<file path="src/rtl/seq_multiplier.sv">
// Sequential shift-add multiplier with a valid/ready handshake on both sides.
// Define MUL_SIGNED_EN to treat a and b as two's-complement operands.
module seq_multiplier #(
    parameter int WIDTH = 8
) (
    input  logic                 clk,
    input  logic                 rst_n,
    input  logic                 in_valid,
    output logic                 in_ready,
    input  logic [WIDTH-1:0]     a,
    input  logic [WIDTH-1:0]     b,
    output logic                 out_valid,
    input  logic                 out_ready,
    output logic [2*WIDTH-1:0]   product
);

    localparam int CW = $clog2(WIDTH + 1);

    typedef enum logic [1:0] {
        IDLE,
        CALC,
        DONE
    } state_t;

    state_t               state;
    state_t               state_next;
    logic [2*WIDTH-1:0]   mcand;
    logic [2*WIDTH-1:0]   partial;
    logic [2*WIDTH-1:0]   partial_next;
    logic [2*WIDTH-1:0]   result;
    logic [WIDTH-1:0]     mplier;
    logic [WIDTH-1:0]     a_mag;
    logic [WIDTH-1:0]     b_mag;
    logic [CW-1:0]        count;
    logic                 last_step;

    assign last_step    = (count == CW'(WIDTH - 1));
    assign partial_next = partial + (mplier[0] ? mcand : '0);
    assign in_ready     = (state == IDLE);
    assign out_valid    = (state == DONE);

`ifdef MUL_SIGNED_EN
    logic negate;

    // Multiply magnitudes; the most negative value still fits as an unsigned magnitude.
    assign a_mag  = a[WIDTH-1] ? (~a + 1'b1) : a;
    assign b_mag  = b[WIDTH-1] ? (~b + 1'b1) : b;
    assign result = negate ? (~partial_next + 1'b1) : partial_next;

    always_ff @(posedge clk or negedge rst_n) begin
        if (!rst_n) begin
            negate <= 1'b0;
        end else if (state == IDLE && in_valid) begin
            negate <= a[WIDTH-1] ^ b[WIDTH-1];
        end
    end
`else
    assign a_mag  = a;
    assign b_mag  = b;
    assign result = partial_next;
`endif

    always_ff @(posedge clk or negedge rst_n) begin
        if (!rst_n) begin
            state <= IDLE;
        end else begin
            state <= state_next;
        end
    end

    always_comb begin
        state_next = state;
        case (state)
            IDLE:    if (in_valid)  state_next = CALC;
            CALC:    if (last_step) state_next = DONE;
            DONE:    if (out_ready) state_next = IDLE;
            default: state_next = IDLE;
        endcase
    end

    // product is only written on DONE entry, so it holds through DONE and IDLE.
    always_ff @(posedge clk or negedge rst_n) begin
        if (!rst_n) begin
            mcand   <= '0;
            mplier  <= '0;
            partial <= '0;
            count   <= '0;
            product <= '0;
        end else begin
            case (state)
                IDLE: begin
                    if (in_valid) begin
                        mcand   <= {{WIDTH{1'b0}}, a_mag};
                        mplier  <= b_mag;
                        partial <= '0;
                        count   <= '0;
                    end
                end
                CALC: begin
                    partial <= partial_next;
                    mcand   <= mcand << 1;
                    mplier  <= mplier >> 1;
                    count   <= count + 1'b1;
                    if (last_step) begin
                        product <= result;
                    end
                end
                default: ;
            endcase
        end
    end

endmodule

</file>
<file path="config.mk">
export PLATFORM = sky130hd
export DESIGN_NAME = seq_multiplier
export DESIGN_NICKNAME = d
export VERILOG_FILES = /design/src/rtl/seq_multiplier.sv
export SDC_FILE = /design/constraint.sdc
export NUM_CORES = 1
export LEC_CHECK = 0
export CORE_AREA = 3 3 96 98
export CTS_CLUSTER_DIAMETER = 80
export DETAILED_ROUTE_END_ITERATION = 8
export DIE_AREA = 0 0 99 101
export GPL_TIMING_DRIVEN = 0
export SKIP_CTS_REPAIR_TIMING = 1
export SYNTH_ARGS = -nofsm -noshare
export SYNTH_HDL_FRONTEND = slang
export SYNTH_SLANG_ARGS = --single-unit
export TNS_END_PERCENT = 50
</file>
<file path="constraint.sdc">
create_clock -name clk -period 2.7 [get_ports clk]
set_clock_uncertainty 0.2 [all_clocks]
set_input_delay 0.27 -clock clk [delete_from_list [all_inputs] [get_ports clk]]
set_output_delay 0.27 -clock clk [all_outputs]
set_load 0.03 [all_outputs]
</file>
# --- Word-level counts from Yosys, hierarchy flattened ---
# Index checks and enable logic that the tools add are counted.
word_totals:
  ff_bits: 62
  out_inout_bits: 18
  input_bits: 20
  elab_cells: 32
op_classes:
  muxes: 13
  n_eq_ne: 6
  addsub: 2
  reduce_logical: 5
ops:
  columns: ["op", "count"]
  rows:
  - ["16-bit case mux with 2 select lines", 2]
  - ["16-bit 2-to-1 mux", 3]
  - ["16-bit adder", 1]
  - ["8-bit case mux with 2 select lines", 1]
  - ["8-bit 2-to-1 mux", 1]
  - ["4-bit case mux with 2 select lines", 1]
  - ["2-bit 2-to-1 mux", 3]
  - ["2-bit case mux with 3 select lines", 1]
  - ["4-bit by 1-bit adder with 4-bit output, second input constant", 1]
  - ["4-bit by 3-bit == test with 1-bit output, second input constant", 1]
  - ["4-bit 2-to-1 mux", 1]
  - ["2-bit inequality test, second input constant", 2]
  - ["2-bit AND reduction", 2]
  - ["3-bit AND reduction", 1]
  - ["2-bit by 1-bit == test with 1-bit output, second input constant", 1]
  - ["2-bit == test, second input constant", 1]
  - ["2-bit logical NOT", 1]
  - ["2-bit by 1-bit inequality test with 1-bit output, second input constant", 1]
  - ["2-bit nonzero test", 1]

# --- Depth between registers and ports, before layout ---
# Gate-level depths: netlist (run 1).
logic_depth:
  ltp_word: 3
  ltp_mapped: 11
  ltp_nobuf: 10

# --- Worst setup path after synthesis (run 1) ---
# OpenSTA, ideal clock, no wires.
synth_timing:
  kind: "reg2reg"
  start: "reg mplier[0]"
  end: "reg product[12]"
  t_required_ps: 2375
  path_stages_with_launch: 12
  slack_ps: 40
  path_buffers: 1
  t_arrival_ps: 2335
  path_cell_list: "dfrtp_1 clkbuf_1 and2_1 ha_1 fa_1 a21oi_2 o21ai_2 a21oi_4 nor2b_2 a211oi_2 xnor2_1 mux2_4"
synth_via:
  elab_chain_cells: 2
synth_lines:
  columns: ["item", "line_no", "text"]
  rows:
  - ["start: declaration", "31", "logic [WIDTH-1:0] mplier;"]
  - ["start signal: assignment", "94", "mplier <= b_mag;"]
  - ["start signal: assignment", "102", "mplier <= mplier >> 1;"]
  - ["16-bit 2-to-1 mux", "38", "assign partial_next = partial + (mplier[0] ? mcand : '0);"]
  - ["16-bit adder", "38", null]
  - ["end signal: assignment", "105", "product <= result;"]
  - ["end: declaration", "14", "output logic [2*WIDTH-1:0] product"]
# No other way between the ends.
# A chain may end at the register's enable or synchronous reset.

# --- Worst setup path in the final report (run 1) ---
# Ends and elaborated chain as after synthesis.

==> results of run 1 <==
[worst max-delay path, cell delays in order, from the launching register on]
cell and delay (ns):
dfrtp_2 0.44, buf_6 0.14, and2_4 0.13, ha_4 0.16, fa_2 0.39, a21oi_4 0.19, o21ai_2 0.09, a21oi_4 0.20
nor2b_4 0.08, a211oi_2 0.24, xnor2_1 0.13, mux2_4 0.27
[per-layer routing]
metal  wire (um)  track usage  vias to the layer above
met5           0            0                        -
met4         120       0.0588                        0
met3         310       0.0346                       11
met2        3720        0.267                       57
met1        4100        0.239                     1365
li1            -            -                     1340
[flip-flops by register name (all words and copies together), names as in the netlist]
signal   cells
mcand       16
partial     16
product     16
mplier       8
count        4
state        2
[power by group]
group	switching, mW	total [mW]	internal [mW]
sequential	0.252	1.55	1.30
clock	0.377	0.854	0.476
combinational	1.17	2.04	0.868
[how the worst max path moves through the flow]
stage	startpoint	depth (start not counted)	slack, ns	endpoint
2_1_floorplan	mplier[0]$_DFFE_PN0P_	11	0.04	product[12]$_DFFE_PN0P_
3_3_place_gp	rst_n	1	-0.98	mplier[4]$_DFFE_PN0P_
3_5_place_dp	mplier[0]$_DFFE_PN0P_	11	-0.52	partial[14]$_DFFE_PN0P_
4_1_cts	mplier[0]$_DFFE_PN0P_	11	-0.53	partial[14]$_DFFE_PN0P_
5_1_grt	mplier[0]$_DFFE_PN0P_	11	-0.14	partial[14]$_DFFE_PN0P_
6_report	mplier[0]$_DFFE_PN0P_	11	-0.08	product[12]$_DFFE_PN0P_
[cell usage in the layout, fill, tap and decap left out, types with 7 or more instances in the layout]
cell / n
a21oi_1: 16
a22o_1: 21
a31oi_1: 8
and2_1: 22
clkbuf_1: 11
clkbuf_8: 11
clkdlybuf4s50_1: 36
dfrtp_1: 61
ha_1: 13
nand2_1: 56
nor2_1: 12
nor2b_1: 12
o21ai_0: 23
o21ai_1: 11
xor2_1: 7
[through the flow]
stage / util / setup TNS (ns)
floorplan: - / 0
global placement: 0.450 / -64.32
detailed placement: 0.449 / -4.41
CTS: 0.473 / -4.63
global route: 0.491 / -0.775
finish: 0.491 / -0.197
[cell type report]
type | count | area (um^2)
inverter | 3 | 11.3
timing repair buffer | 43 | 413
tap | 108 | 135
sequential | 62 | 1550
buffer | 18 | 83.8
clock buffer | 13 | 159
multi-input combinational | 264 | 1800
fill | 807 | 4350
clock inverter | 3 | 42.5
[cell usage after synthesis]
library cell	number
buf_1	1
a32o_1	1
mux2_4	1
a21oi_1	18
clkbuf_1	12
a31oi_1	9
a21oi_2	4
nor3b_1	1
dfrtp_1	62
a22o_1	21
nand2b_1	3
nor3_1	3
a21oi_4	1
buf_2	5
nand2_1	57
o21ai_0	23
fa_1	1
xnor2_1	7
nor4_1	1
a21o_1	3
a22oi_1	6
nor2b_2	1
nor3b_2	2
and2_1	23
a211oi_1	2
inv_1	3
o21ai_2	1
o21a_1	1
a221oi_2	1
xor2_1	7
ha_1	16
nor2b_1	12
and3_1	1
a211oi_2	1
o21bai_1	2
a21boi_1	1
o2111ai_1	1
mux2_2	2
nor2_1	12
nand3_1	5
o21ai_1	12
nand3b_1	1
[cell families after synthesis]
logic type	count (synthesis)	synth area share
buf+inv	21	0.0255
mux	3	0.0112
flops	62	0.465
simple gates	122	0.179
compound gates	108	0.217
fa+ha+maj	17	0.0659
xor+xnor	14	0.0367
==> flow_summary.ini, run 1 <==
[sta]
period_share = 1.03
fin_ws_ns = -0.0814
min_period_ns = 2.78
hold_slack_ns = 0.275
rsz0062_at_grt = yes
setup_viol = 5
relSlewSlack = 0.439
fmax_mhz = 360
hold_viol = 0
drv_slew = 0
tightestPinTransition_ns = 0.835

[min_path]
min_path_cells = 2
hp-start = product[4]$_DFFE_PN0P_
min_to = product[4]$_DFFE_PN0P_
hp-class = register to register

[worst_setup_path]
arrival_ns = 2.81
crit_path_start_kind = register
r2r_start = mplier[0]$_DFFE_PN0P_
required_ns = 2.73
r2r-end = product[12]$_DFFE_PN0P_
path_class = register to register
critical_path.endpoint_type = register
reg2reg_setup_slack_ns = -0.08
reg2reg_depth = 11
critPathMaxFanout = 5

[die]
ioPinCount = 38
initial_utilization = 0.391
coreArea_um2 = 8550
row_count = 34
dieWidth_um = 99
die_y_um = 101
die_area_um2 = 10000

[outcome]
status = complete, but fails checks
violations = negative setup slack

[synth]
syn_inst = 347
ys_ff_latch = 62
yosysWarnings = 0
syn_area_per_cell_um2 = 9.62
synth_fp_nets = 384
yosysSeqAreaShare = 0.465
yosysTopAreaCell = dfrtp_1
ys_top_cells_by_area = dfrtp_1, nand2_1, ha_1, a22o_1, and2_1
synth_top_area_share = 0.465
ys_types = 42
synthesis.area_um2 = 3340

[pwr]
power.total_mw = 4.45
vdd_drop_max_mv = 0.554
power.density_nw_per_um2 = 1060
power.static_leakage_nw = 1.92

[global_routing]
grt_pass1_wl_mm = 13.6
grt_overflow = 0
antenna_found_initial = 0
track_usage = 0.172
first_global_vias = 2754
grt_max_degree = 63

[placement]
placed_area_um2 = 3840
place_ws_ns = -0.515
gp_congestion = 0.859
dp_hpwl_mm = 5.68
port_buffers = 37
dpl.cell_count = 492

[job]
maxCapViolations = 0

[route]
vias = 2773
wl_per_cell_um = 16.1
first_pass_iters = 7
viasPerCell = 5.39
wirelength_mm = 8.25
drtIter0Drc = 111
drc = 0
ant_nets = 0

[clock_tree]
path_clk_slew_ns = 0.07
cts_max_path_buffers = 2
tritoncts = built
cts-htree-levels = 3
clock_latency_ns = 0.35
cts_made_buffers = 9
cts-root-buf = clkbuf_8
clock_sinks = 62

[layout]
syn2layout_area_growth_pct = 25.8
stdcell_area_um2 = 4200
stdcell_count = 514
drive_above_1_share = 0.140
insertedDiodeCount = 0
nets = 438
Power figures use the tool's default switching activity.
==> run 2, diff against run 1 <==
- ABC_AREA: not set -> 1
- CORE_AREA: 3 3 96 98 -> 3 3 99 101
- DIE_AREA: 0 0 99 101 -> 0 0 102 104
==> run 2 against run 1 <==
  * The run now ends clean
  * Area after synthesis increased by 6.7%
  * Sequential cell count unchanged
  * Largest cell class unchanged
  * Non-clock buffer count decreased by 11
  * First-iteration DRC count decreased by 39%
  * Synthesized cell count increased by 33%
  * Sequential power decreased by 5%
  * Critical endpoint is now product[8]$_DFFE_PN0P_
  * Largest power group unchanged
==> flow_summary.ini, run 2 <==
[layout]
drive_above_1_share = 0.0916
final_common_cell = nand2_1
multi_input_area_um2 = 1630
syn2layout_area_growth_pct = 19.1
fillers = 941
nets = 545
layout_common_cells = nand2_1, inv_1, dfrtp_1
stdcell_count = 624
insertedDiodeCount = 0
regArea_um2 = 1550
stdcell_area_um2 = 4240
top_regs = mcand (16), partial (16), product (16)

[synth]
synth_top_family_by_area = simple AND/OR/NAND/NOR gates
synthesis.area_um2 = 3560
syn_inst = 460
yosysWarnings = 0
synth_fp_nets = 497
synthMuxAreaShare = 0.00281
yosysTopAreaCell = dfrtp_1
ys_ff_latch = 62
yosys.area_share.simple = 0.288
syn_area_per_cell_um2 = 7.75
synth-edff-count = 0
synthXorXnorAreaFrac = 0.0123
synth_compound_area_frac = 0.0923
ys_top_cells_by_area = dfrtp_1, nand2_1, inv_1, ha_1, nand3_1
synthAdderAreaFrac = 0.0618
synth_most_common_cell = nand2_1
synth_common_cells = nand2_1, inv_1, dfrtp_1
ys_async_sr_fraction = 1.00
yosysSeqAreaShare = 0.435
synth_top_area_share = 0.435
ys.flop_type = dfrtp_1
ys_types = 39

[worst_setup_path]
path_class = register to register
critPathMaxFanout = 17
critical_path.endpoint_type = register
arrival_ns = 2.52
crit_path_start_kind = register
required_ns = 2.78

[outcome]
status = finished clean

[sta]
hold_slack_ns = 0.269
drv_slew = 0
fmax_mhz = 410
hold_viol = 0
setup_tns_ns = 0
tightestPinTransition_ns = 0.778
rsz0062_at_grt = no
min_period_ns = 2.44
period_share = 0.904
setup_viol = 0
relSlewSlack = 0.481

[route]
wirelength_mm = 8.02
drtIter0Drc = 68
vias = 2950
ant_nets = 0
wl_per_cell_um = 12.9
drc = 0
first_pass_iters = 4
viasPerCell = 4.73

[placement]
gp_congestion = 0.899
placed_area_um2 = 4070
dp_hpwl_mm = 5.95
dpl.cell_count = 608
port_buffers = 37

[pwr]
power.density_nw_per_um2 = 969
vdd_drop_max_mv = 0.599
power.static_leakage_nw = 2.33

[global_routing]
grt_max_degree = 63
first_global_vias = 2867
antenna_found_initial = 0
grt_pass1_wl_mm = 13.6
track_usage = 0.162
grt_overflow = 0

[die]
die_area_um2 = 10600
dieWidth_um = 102
row_count = 35
initial_utilization = 0.391
die_y_um = 104
ioPinCount = 38
coreArea_um2 = 9110

[clock_tree]
tritoncts = built
path_clk_slew_ns = 0.07
cts_made_buffers = 9
cts_max_path_buffers = 2
cts-root-buf = clkbuf_8
cts-htree-levels = 3
clock_sinks = 62
clock_latency_ns = 0.35

[job]
maxCapViolations = 0

[min_path]
hp-class = input port to register
-- run 2: changes by cell type after synthesis, sizes merged, moves of 13 or more --
cell and change:
o21ai -22, a21oi -15, nand2 +124, nor2b -13
a22o -19, and2 -23, nand3 +26, inv +72
-- run 2: path summary, 6_finish.rpt --
check	cells past startpoint	from	endpoint	slack, ns
max	11	mplier[0]$_DFFE_PN0P_	product[8]$_DFFE_PN0P_	0.26
min	3	a[3]	mcand[3]$_DFFE_PN0P_	0.27
max reg2reg	11	mplier[0]$_DFFE_PN0P_	product[8]$_DFFE_PN0P_	0.26
min reg2reg	2	product[9]$_DFFE_PN0P_	product[9]$_DFFE_PN0P_	0.28
max in group asynchronous	2	rst_n	mcand[0]$_DFFE_PN0P_	1.45
min in group asynchronous	2	rst_n	product[11]$_DFFE_PN0P_	0.35
-- run 2: critical path, cell delays in order, from the launching register on --
cell,delay (ns)
dfrtp_1,0.36
buf_2,0.21
nand2_1,0.11
inv_1,0.05
ha_1,0.20
fa_1,0.43
nand3_1,0.09
nand3_1,0.15
a21oi_1,0.20
xnor2_1,0.19
nand2_1,0.09
nand2_1,0.07
-- run 2: final cells by class --
class                   count  area share
plain buffers              12      0.0212
clock buffers              12      0.0342
clock inverters             4     0.00531
inverters                  75      0.0681
multi-input cells         310       0.384
flip-flops and latches     62       0.366
well taps                 111      0.0327
repair buffers             38      0.0890
-- run 2: power by group --
part           leakage, nW  internal (mW)  switching [mW]  total (mW)
combinational         1.43          0.739            1.17        1.91
clock               0.0861          0.354           0.374       0.728
sequential           0.819           1.27           0.206        1.48
total                 2.33           2.37            1.75        4.11
-- run 2: logic make-up (layout without fill, tap and decap cells) --
group,after synthesis,in the layout
AND/OR/NAND/NOR,241,241
XOR/XNOR,5,5
buffers and inverters,88,141
AO/OA/AOI/OAI,46,46
adder cells (fa/ha/maj),17,17
multiplexers,1,1
flip-flops,62,62
-- run 2: through the flow --
stage / power [mW] / setup WS (ns) / utilization
2_1_floorplan: 2.85 / 0.431 / -
3_3_place_gp: 3.38 / -0.915 / 0.447
3_5_place_dp: 3.42 / 0.0426 / 0.447
4_1_cts: 4.16 / 0.0180 / 0.465
5_1_grt: 4.44 / 0.0721 / 0.466
6_report: 4.11 / 0.260 / 0.466
-- run 2: per-layer routing --
| layer | track usage | part of all wire | vias up |
|---|---|---|---|
| met4 | 0.0675 | 0.023 | 0 |
| met5 | 0 | 0 | - |
| met1 | 0.230 | 0.50 | 1349 |
| met2 | 0.242 | 0.45 | 41 |
| met3 | 0.0262 | 0.031 | 14 |
| li1 | - | - | 1546 |
